## src/rtl/wrap_inst_buffer_pkg.sv

```systemverilog
// Shared types for the per-wrap instruction buffer.
//   NUM_WRAPS_PER_CORE : default number of wraps per core
//   scalar_t / inst_t  : 32-bit PC and instruction word
//   wrap_idx_t         : wrap index sized for NUM_WRAPS_PER_CORE
//   ibuf_entry_t       : one buffered instruction {pc, inst}
package wrap_inst_buffer_pkg;

  localparam int NUM_WRAPS_PER_CORE = 4;

  typedef logic [31:0] scalar_t;
  typedef logic [31:0] inst_t;
  typedef logic [$clog2(NUM_WRAPS_PER_CORE)-1:0] wrap_idx_t;

  typedef struct packed {
    scalar_t pc;
    inst_t   inst;
  } ibuf_entry_t;

endpackage

```

## src/rtl/ibuf_wrap_fifo.sv

```systemverilog
// Single-wrap instruction FIFO.
//   clk, reset  : clock, asynchronous active-high reset (control state only)
//   push        : enqueue push_data if not full
//   push_data   : entry to enqueue
//   pop         : dequeue head if not empty
//   flush       : clear pointers and count; a same-cycle push is discarded
//   head        : entry at rd_ptr (undefined when empty)
//   count       : occupancy 0..DEPTH
//   ready       : count < DEPTH-SKID (leaves SKID slots for in-flight fetches)
//   overflow    : push attempted while full (not flagged during a flush)
module ibuf_wrap_fifo
  import wrap_inst_buffer_pkg::*;
#(
  parameter  int DEPTH = 4,
  parameter  int SKID  = 1,
  localparam int PTR_W = $clog2(DEPTH),
  localparam int CNT_W = $clog2(DEPTH + 1)
) (
  input  logic              clk,
  input  logic              reset,
  input  logic              push,
  input  ibuf_entry_t       push_data,
  input  logic              pop,
  input  logic              flush,
  output ibuf_entry_t       head,
  output logic [CNT_W-1:0]  count,
  output logic              ready,
  output logic              overflow
);

  ibuf_entry_t      mem [DEPTH];
  logic [PTR_W-1:0] rd_ptr;
  logic [PTR_W-1:0] wr_ptr;
  logic             not_full;
  logic             do_push;
  logic             do_pop;

  // Fullness is judged on the current count, so a push into a full FIFO is
  // dropped even if the same cycle pops it.
  assign not_full = (count < CNT_W'(DEPTH));
  assign do_push  = push & not_full;
  assign do_pop   = pop & (count != '0);
  assign overflow = push & ~not_full & ~flush;
  assign ready    = (count < CNT_W'(DEPTH - SKID));
  assign head     = mem[rd_ptr];

  always_ff @(posedge clk or posedge reset) begin
    if (reset) begin
      rd_ptr <= '0;
      wr_ptr <= '0;
      count  <= '0;
    end else if (flush) begin
      // A same-cycle pop is simply absorbed: everything ends empty.
      rd_ptr <= '0;
      wr_ptr <= '0;
      count  <= '0;
    end else begin
      if (do_push) wr_ptr <= wr_ptr + 1'b1;
      if (do_pop)  rd_ptr <= rd_ptr + 1'b1;
      case ({do_push, do_pop})
        2'b10:   count <= count + 1'b1;
        2'b01:   count <= count - 1'b1;
        default: count <= count;
      endcase
    end
  end

  // Storage carries no reset.
  always_ff @(posedge clk) begin
    if (do_push && !flush) mem[wr_ptr] <= push_data;
  end

endmodule

```

## src/rtl/wrap_inst_buffer.sv

```systemverilog
// Per-wrap instruction buffer between fetch and issue.
//   clk, reset        : clock, asynchronous active-high reset
//   fetch_valid/_wrap_idx/_pc/_inst : one fetched instruction per cycle
//   ibuf_ready_mask   : per-wrap "may be selected by fetch" (registered state)
//   issue_valid_mask  : per-wrap non-empty (registered state)
//   issue_wrap_idx, issue_pop : head select and consume
//   issue_pc, issue_inst      : head of issue_wrap_idx (combinational read)
//   flush_valid, flush_wrap_idx : discard all entries of one wrap
//   overflow_err      : sticky, enqueue attempted on a full FIFO
// Optional: define IBUF_PERF_COUNTERS_EN to add perf_full_stall_cnt, a
// saturating count of cycles where a full wrap is skipped by a pop elsewhere.
module wrap_inst_buffer
  import wrap_inst_buffer_pkg::*;
#(
  parameter  int NUM_WRAPS = NUM_WRAPS_PER_CORE,
  parameter  int DEPTH     = 4,
  parameter  int SKID      = 1,
  localparam int IDX_W     = $clog2(NUM_WRAPS),
  localparam int CNT_W     = $clog2(DEPTH + 1)
) (
  input  logic                 clk,
  input  logic                 reset,
  input  logic                 fetch_valid,
  input  logic [IDX_W-1:0]     fetch_wrap_idx,
  input  logic [31:0]          fetch_pc,
  input  logic [31:0]          fetch_inst,
  output logic [NUM_WRAPS-1:0] ibuf_ready_mask,
  output logic [NUM_WRAPS-1:0] issue_valid_mask,
  input  logic [IDX_W-1:0]     issue_wrap_idx,
  input  logic                 issue_pop,
  output logic [31:0]          issue_pc,
  output logic [31:0]          issue_inst,
  input  logic                 flush_valid,
  input  logic [IDX_W-1:0]     flush_wrap_idx,
`ifdef IBUF_PERF_COUNTERS_EN
  output logic [31:0]          perf_full_stall_cnt,
`endif
  output logic                 overflow_err
);

  ibuf_entry_t          fetch_entry;
  ibuf_entry_t          heads  [NUM_WRAPS];
  logic [CNT_W-1:0]     counts [NUM_WRAPS];
  logic [NUM_WRAPS-1:0] ovf_vec;

  assign fetch_entry = '{pc: fetch_pc, inst: fetch_inst};

  for (genvar w = 0; w < NUM_WRAPS; w++) begin : g_wrap
    ibuf_wrap_fifo #(
      .DEPTH (DEPTH),
      .SKID  (SKID)
    ) u_fifo (
      .clk       (clk),
      .reset     (reset),
      .push      (fetch_valid && (fetch_wrap_idx == IDX_W'(w))),
      .push_data (fetch_entry),
      .pop       (issue_pop && (issue_wrap_idx == IDX_W'(w))),
      .flush     (flush_valid && (flush_wrap_idx == IDX_W'(w))),
      .head      (heads[w]),
      .count     (counts[w]),
      .ready     (ibuf_ready_mask[w]),
      .overflow  (ovf_vec[w])
    );
    assign issue_valid_mask[w] = (counts[w] != '0);
  end

  assign issue_pc   = heads[issue_wrap_idx].pc;
  assign issue_inst = heads[issue_wrap_idx].inst;

  always_ff @(posedge clk or posedge reset) begin
    if (reset)         overflow_err <= 1'b0;
    else if (|ovf_vec) overflow_err <= 1'b1;
  end

`ifdef IBUF_PERF_COUNTERS_EN
  function automatic logic [31:0] sat_inc(input logic [31:0] v);
    return (v == '1) ? v : v + 32'd1;
  endfunction

  logic full_stall;

  always_comb begin
    full_stall = 1'b0;
    for (int w = 0; w < NUM_WRAPS; w++) begin
      if ((counts[w] == CNT_W'(DEPTH)) && issue_valid_mask[w] &&
          issue_pop && (issue_wrap_idx != IDX_W'(w)))
        full_stall = 1'b1;
    end
  end

  always_ff @(posedge clk or posedge reset) begin
    if (reset)           perf_full_stall_cnt <= '0;
    else if (full_stall) perf_full_stall_cnt <= sat_inc(perf_full_stall_cnt);
  end
`endif

endmodule

```

## config.mk

```make
export PLATFORM = sky130hd
export DESIGN_NAME = wrap_inst_buffer
export DESIGN_NICKNAME = d
export VERILOG_FILES = /design/src/rtl/wrap_inst_buffer_pkg.sv /design/src/rtl/ibuf_wrap_fifo.sv /design/src/rtl/wrap_inst_buffer.sv
export SDC_FILE = /design/constraint.sdc
export NUM_CORES = 1
export LEC_CHECK = 0
export CAP_MARGIN = 40
export CORE_MARGIN = 1
export CORE_UTILIZATION = 38
export CTS_CLUSTER_DIAMETER = 200
export DETAILED_ROUTE_END_ITERATION = 12
export PLACE_DENSITY_LB_ADDON = 0.25
export SYNTH_ARGS = -nofsm -noshare
export SYNTH_HDL_FRONTEND = slang
export SYNTH_SLANG_ARGS = --single-unit
```

## constraint.sdc

```tcl
create_clock -name clk -period 4.36 [get_ports clk]
set_clock_uncertainty 0.15 [all_clocks]
set_input_delay 1.308 -clock clk [delete_from_list [all_inputs] [get_ports clk]]
set_output_delay 1.308 -clock clk [all_outputs]
set_load 0.005 [all_outputs]
```

==> run summary <==
After the last flow step, the layout net total stands at 2691. Once detail routing completed, the nets flagged for antenna violations numbered 0. The tools report the number of placed I/O pins as 148.

The number of enable flip-flop cells after synthesis is 1024, and the cell area after synthesis is 0.04092 sq mm. The via count of the first global-routing pass is 22201, and the final max-slew violation count is 0. The tools report the clock network fraction of design power as 32.2%. For this run, the leading register cell type out of synthesis is sky130_fd_sc_hd__edfxtp_1. In this run the tool buffered the top-level ports with 147 buffer cells.

The die is 330.1 um tall. The logs give 0.1069 sq mm for the placeable core region and -101.0 ps for the slack of the critical path. In the final routing, the length of wire on met1 measures 45950 um.

In this run the worst setup path begins at issue_wrap_idx[0]. At the later pin of the worst-skew pair, clock insertion delay measures 690 ps. The highest metal layer carrying signal wires in the routed design is met5. The half-perimeter wire length after detailed placement is 59110 um. In this run the most critical hold path is launched from overflow_err. The net switching power is 0.007713 W, and the final standard cell area without fillers is 0.05152 sq mm. For the wire length of the first global-routing pass, the log shows 154600 um. Worst hold path class: reg2reg. After detailed routing, the met2 layer carries 55250 um of wire. The critical path's slowest cell is sky130_fd_sc_hd__or4_4. In the synthesized netlist the async set-or-reset flop fraction comes to 2.754%.

For the worst-case vdd ir drop, the log shows 0.0003551 V. For the part of the power in combinational logic, the log shows 25.2%. For this run, the detailed router's first-pass iteration total came to 5. STA puts the critical path data required time at 2900 ps.

Counting both buffers and inverters, the worst setup path holds a total of 7. From synthesis to final layout, the design area changed by 25.91%. STA classifies the critical path startpoint as an input port. The average vias per placed instance came out at 5.441. TritonCTS built the clock tree. The horizontal die dimension is 330.1 um, and the fraction of layout instances using a drive strength above 1 is 23.41%. The worst path uses 102.3% of the clock period. Counting the buffers created by CTS gives 108. The clock passes through at most 3 buffers. The largest single stage delay on the critical path is 580 ps. Detailed routing inserted a total of 22232 vias. The run gives 10 as the number of antenna violations at the first check in global routing.

The critical path goes through buf_12 -> buf_12 -> nand3b_1 -> buf_6 -> buf_12 -> buf_16 -> buf_6 -> o22ai_2 -> or4_4 -> buf_6. The worst setup path is captured at a primary output. The synthesis warning total came out at 0.

Synthesis inferred 1053 register bits. Counting every instance in the synthesized netlist gives 2203. The cell sitting at the root of the clock tree is a sky130_fd_sc_hd__clkbuf_16. Per report_power, the sequential group accounts for 42.6% of the total.

Synthesis produced a netlist with a net count of 2302. The logs give 0.04548 sq mm for the post-placement cell area and 38.27% for the starting density of the core. The final routed DRC violation total was 0. The routed wirelength normalized by instance count came out at 26.88 um. Cell internal power was estimated by the tool at 0.02023 W. The congestion estimate from routability-driven global placement came to 0.7658.

The run finished, with violations left. 0 antenna diodes ended up in the layout. The die outline area is 0.1090 sq mm. Counting I/O delays and the setup requirement, the final critical path takes 4461 ps.

The run gives 76.92% as the fraction of the yosys area taken by sequential cells. Along the worst path, the maximum fanout reaches 6. The clock edge transition at the registers on the reported setup and hold paths came out at 60 ps. The logs give 3759 for the cell total after placement and 109800 um for the total wire length after detailed routing. For the largest net degree at the start of global routing, the log shows 56.

The checks that failed: setup timing. For the total clock sinks, the log shows 1053. Power spread over the standard cell area amounts to 542.4 mW/mm^2. Derived from the worst setup path, the maximum achievable clock frequency is 224.2 MHz. Setup repair after global routing could not meet its margin everywhere.

After the first detailed-routing iteration, the DRC count stood at 1824. The initialized floorplan defines 120 standard-cell rows. The amount of wire on met3 after detailed routing is 6218 um. For this design, the CTS-stage hold fixing added 0 buffers.

The switching share of power came out at 27.60%. For the pin with the worst max-slew slack, the measured transition is 733.2 ps. The startpoint of the worst-slack reg-to-reg timing path is g_wrap[3].u_fifo.count[0]. The overall fraction of global-route tracks in use was 19.80%. Summed over all cells, the static leakage comes to 17.14 nW. After layout, the design draws a total of 0.02794 W.

The worst pin sits at a relative slew slack of 50.74%. Data on the critical path arrives at its endpoint at 3000 ps. Leaving out filler cells and counting taps, the final layout contains 4086. The logs give 0 for the count of final hold-check violations and 18 for the count of final setup violators. In this run, distinct cell masters in the synthesized netlist total 42. The tool flagged a number of max-cap violations equal to 0. Classification of the worst setup path: in2out.

The synthesized area per cell is 18.57 sq um. Prior to clock tree synthesis, the placed netlist has a worst setup slack of -895.5 ps. Broken down by cell family, the worst path's largest delay share belongs to buffers and inverters. The aggregate global routing overflow was 0. The number of H-tree branching levels came out at 3.
==> power groups by stage <==
stage               Clock [W]  Combinational (W)  Sequential, W
floorplan                   0            0.00389         0.0120
global placement            0            0.00614         0.0121
detailed placement          0            0.00623         0.0121
CTS                   0.00917            0.00699         0.0119
global route          0.00954            0.00743         0.0119
finish                0.00900            0.00705         0.0119
==> final cells by class <==
cell class	count	area, sq um
sequential	1053	31490
tap	1403	1755
clock inverter	66	660.6
inverter	29	108.9
fill	8796	55380
timing repair buffer	404	5548
multi-input combinational	996	9151
clock buffer	135	2804
==> per-stage QoR <==
| stage | utilization, % | hold slack, ps | TNS [ps] |
|---|---|---|---|
| 2_1_floorplan | - | 316.4 | 0 |
| 3_3_place_gp | 42.51 | 316.8 | -51430 |
| 3_5_place_dp | 42.54 | 338.0 | -52670 |
| 4_1_cts | 47.96 | 351.7 | -5633 |
| 5_1_grt | 48.19 | 364.5 | -2895 |
| 6_report | 48.19 | 344.0 | -859.5 |
==> worst reg2reg max path: cells and delay by family, from the launching register on <==
family | cells | cell delay [ps]
and+or+nand+nor | 3 | 1090
adders and majority gates | 2 | 630
DFF | 1 | 430
AOI/OAI and AO/OA | 1 | 160
xor gates and xnor gates | 1 | 150
==> cell families after synthesis <==
group	synth area share, %
compound gates	4.385
xor+xnor	0.2141
mux	12.63
flops	76.92
buf+inv	2.520
fa+ha+maj	0.8073
simple gates	2.523
==> repair_timing <==
item	in CTS	in global routing
gates resized for setup	485	43
setup buffers	98	21
endpoints found under the setup margin	64	64
pin swaps	62	35
gates cloned	18	4
==> synth_stat cells (2+ instances only) <==
master                     instances  share of area (%)
sky130_fd_sc_hd__buf_6            38                1.0
sky130_fd_sc_hd__or3_1             9               0.14
sky130_fd_sc_hd__nand2_1          11               0.10
sky130_fd_sc_hd__buf_2            58               0.71
sky130_fd_sc_hd__and2_1           16               0.24
sky130_fd_sc_hd__dfrtp_1          29                1.8
sky130_fd_sc_hd__xnor2_1           3              0.064
sky130_fd_sc_hd__fa_1              4               0.20
sky130_fd_sc_hd__ha_1             20               0.61
sky130_fd_sc_hd__or4_1            67                1.2
sky130_fd_sc_hd__buf_4            21               0.39
sky130_fd_sc_hd__nor3_1            5              0.061
sky130_fd_sc_hd__or3b_1            4              0.086
sky130_fd_sc_hd__nor2_1           23               0.21
sky130_fd_sc_hd__inv_2             3              0.028
sky130_fd_sc_hd__inv_1            26               0.24
sky130_fd_sc_hd__o21ai_0           8              0.098
sky130_fd_sc_hd__o22ai_1         256                3.9
sky130_fd_sc_hd__o31ai_1           3              0.055
sky130_fd_sc_hd__clkbuf_1          7              0.064
sky130_fd_sc_hd__a21oi_1          22               0.27
sky130_fd_sc_hd__xor2_1            7               0.15
sky130_fd_sc_hd__nor2b_1           3              0.046
sky130_fd_sc_hd__and3b_1           2              0.043
sky130_fd_sc_hd__mux2i_1         515                 13
sky130_fd_sc_hd__edfxtp_1       1024                 75
sky130_fd_sc_hd__nand3b_1          4              0.073
==> worst paths after layout <==
kind / cells after the start / end / slack [ps]
hold / removal: 1 / overflow_err / 340
min in group asynchronous: 2 / g_wrap[1].u_fifo.count[0] / 700
max in group asynchronous: 4 / g_wrap[3].u_fifo.wr_ptr[1] / 2800
hold reg to reg: 1 / overflow_err / 340
setup reg to reg: 7 / g_wrap[3].u_fifo.count[2] / 1680
setup / recovery: 10 / issue_pc[18] / -100
==> cell usage in the layout (no fill, tap or decap), types with 4 or more instances in the layout <==
| master | Yosys | layout |
|---|---|---|
| sky130_fd_sc_hd__a21oi_1 | 22 | 22 |
| sky130_fd_sc_hd__and2_4 | 0 | 16 |
| sky130_fd_sc_hd__buf_12 | 1 | 132 |
| sky130_fd_sc_hd__buf_16 | 0 | 13 |
| sky130_fd_sc_hd__buf_2 | 58 | 15 |
| sky130_fd_sc_hd__buf_4 | 21 | 71 |
| sky130_fd_sc_hd__buf_6 | 38 | 80 |
| sky130_fd_sc_hd__buf_8 | 0 | 6 |
| sky130_fd_sc_hd__bufinv_16 | 0 | 10 |
| sky130_fd_sc_hd__clkbuf_1 | 7 | 27 |
| sky130_fd_sc_hd__clkbuf_16 | 0 | 112 |
| sky130_fd_sc_hd__clkdlybuf4s50_1 | 0 | 81 |
| sky130_fd_sc_hd__clkinv_1 | 0 | 22 |
| sky130_fd_sc_hd__clkinv_2 | 0 | 19 |
| sky130_fd_sc_hd__clkinvlp_4 | 0 | 6 |
| sky130_fd_sc_hd__dfrtp_1 | 29 | 25 |
| sky130_fd_sc_hd__dfrtp_4 | 0 | 4 |
| sky130_fd_sc_hd__edfxtp_1 | 1024 | 1024 |
| sky130_fd_sc_hd__fa_1 | 4 | 4 |
| sky130_fd_sc_hd__ha_1 | 20 | 20 |
| sky130_fd_sc_hd__inv_1 | 26 | 26 |
| sky130_fd_sc_hd__mux2i_1 | 515 | 514 |
| sky130_fd_sc_hd__nand2_1 | 11 | 11 |
| sky130_fd_sc_hd__nand3b_1 | 4 | 4 |
| sky130_fd_sc_hd__nor2_1 | 23 | 23 |
| sky130_fd_sc_hd__nor3_1 | 5 | 5 |
| sky130_fd_sc_hd__o21ai_0 | 8 | 8 |
| sky130_fd_sc_hd__o22ai_1 | 256 | 185 |
| sky130_fd_sc_hd__o22ai_2 | 0 | 64 |
| sky130_fd_sc_hd__o22ai_4 | 0 | 7 |
| sky130_fd_sc_hd__or3_1 | 9 | 8 |
| sky130_fd_sc_hd__or4_1 | 67 | 19 |
| sky130_fd_sc_hd__or4_4 | 0 | 48 |
| sky130_fd_sc_hd__xor2_1 | 7 | 7 |
==> state kept, by name (all words and copies together), names as in the netlist <==
name                  cells
g_wrap.u_fifo.count      12
g_wrap.u_fifo.rd_ptr      8
overflow_err              1
g_wrap.u_fifo.mem      1024
g_wrap.u_fifo.wr_ptr      8
==> metal layers <==
metal,up-vias,track usage [%]
met5,-,0
met4,18,4.598
met3,167,3.885
met2,658,34.16
met1,11669,25.67
li1,9720,-
Note: power is estimated with default switching activity, not from simulation.
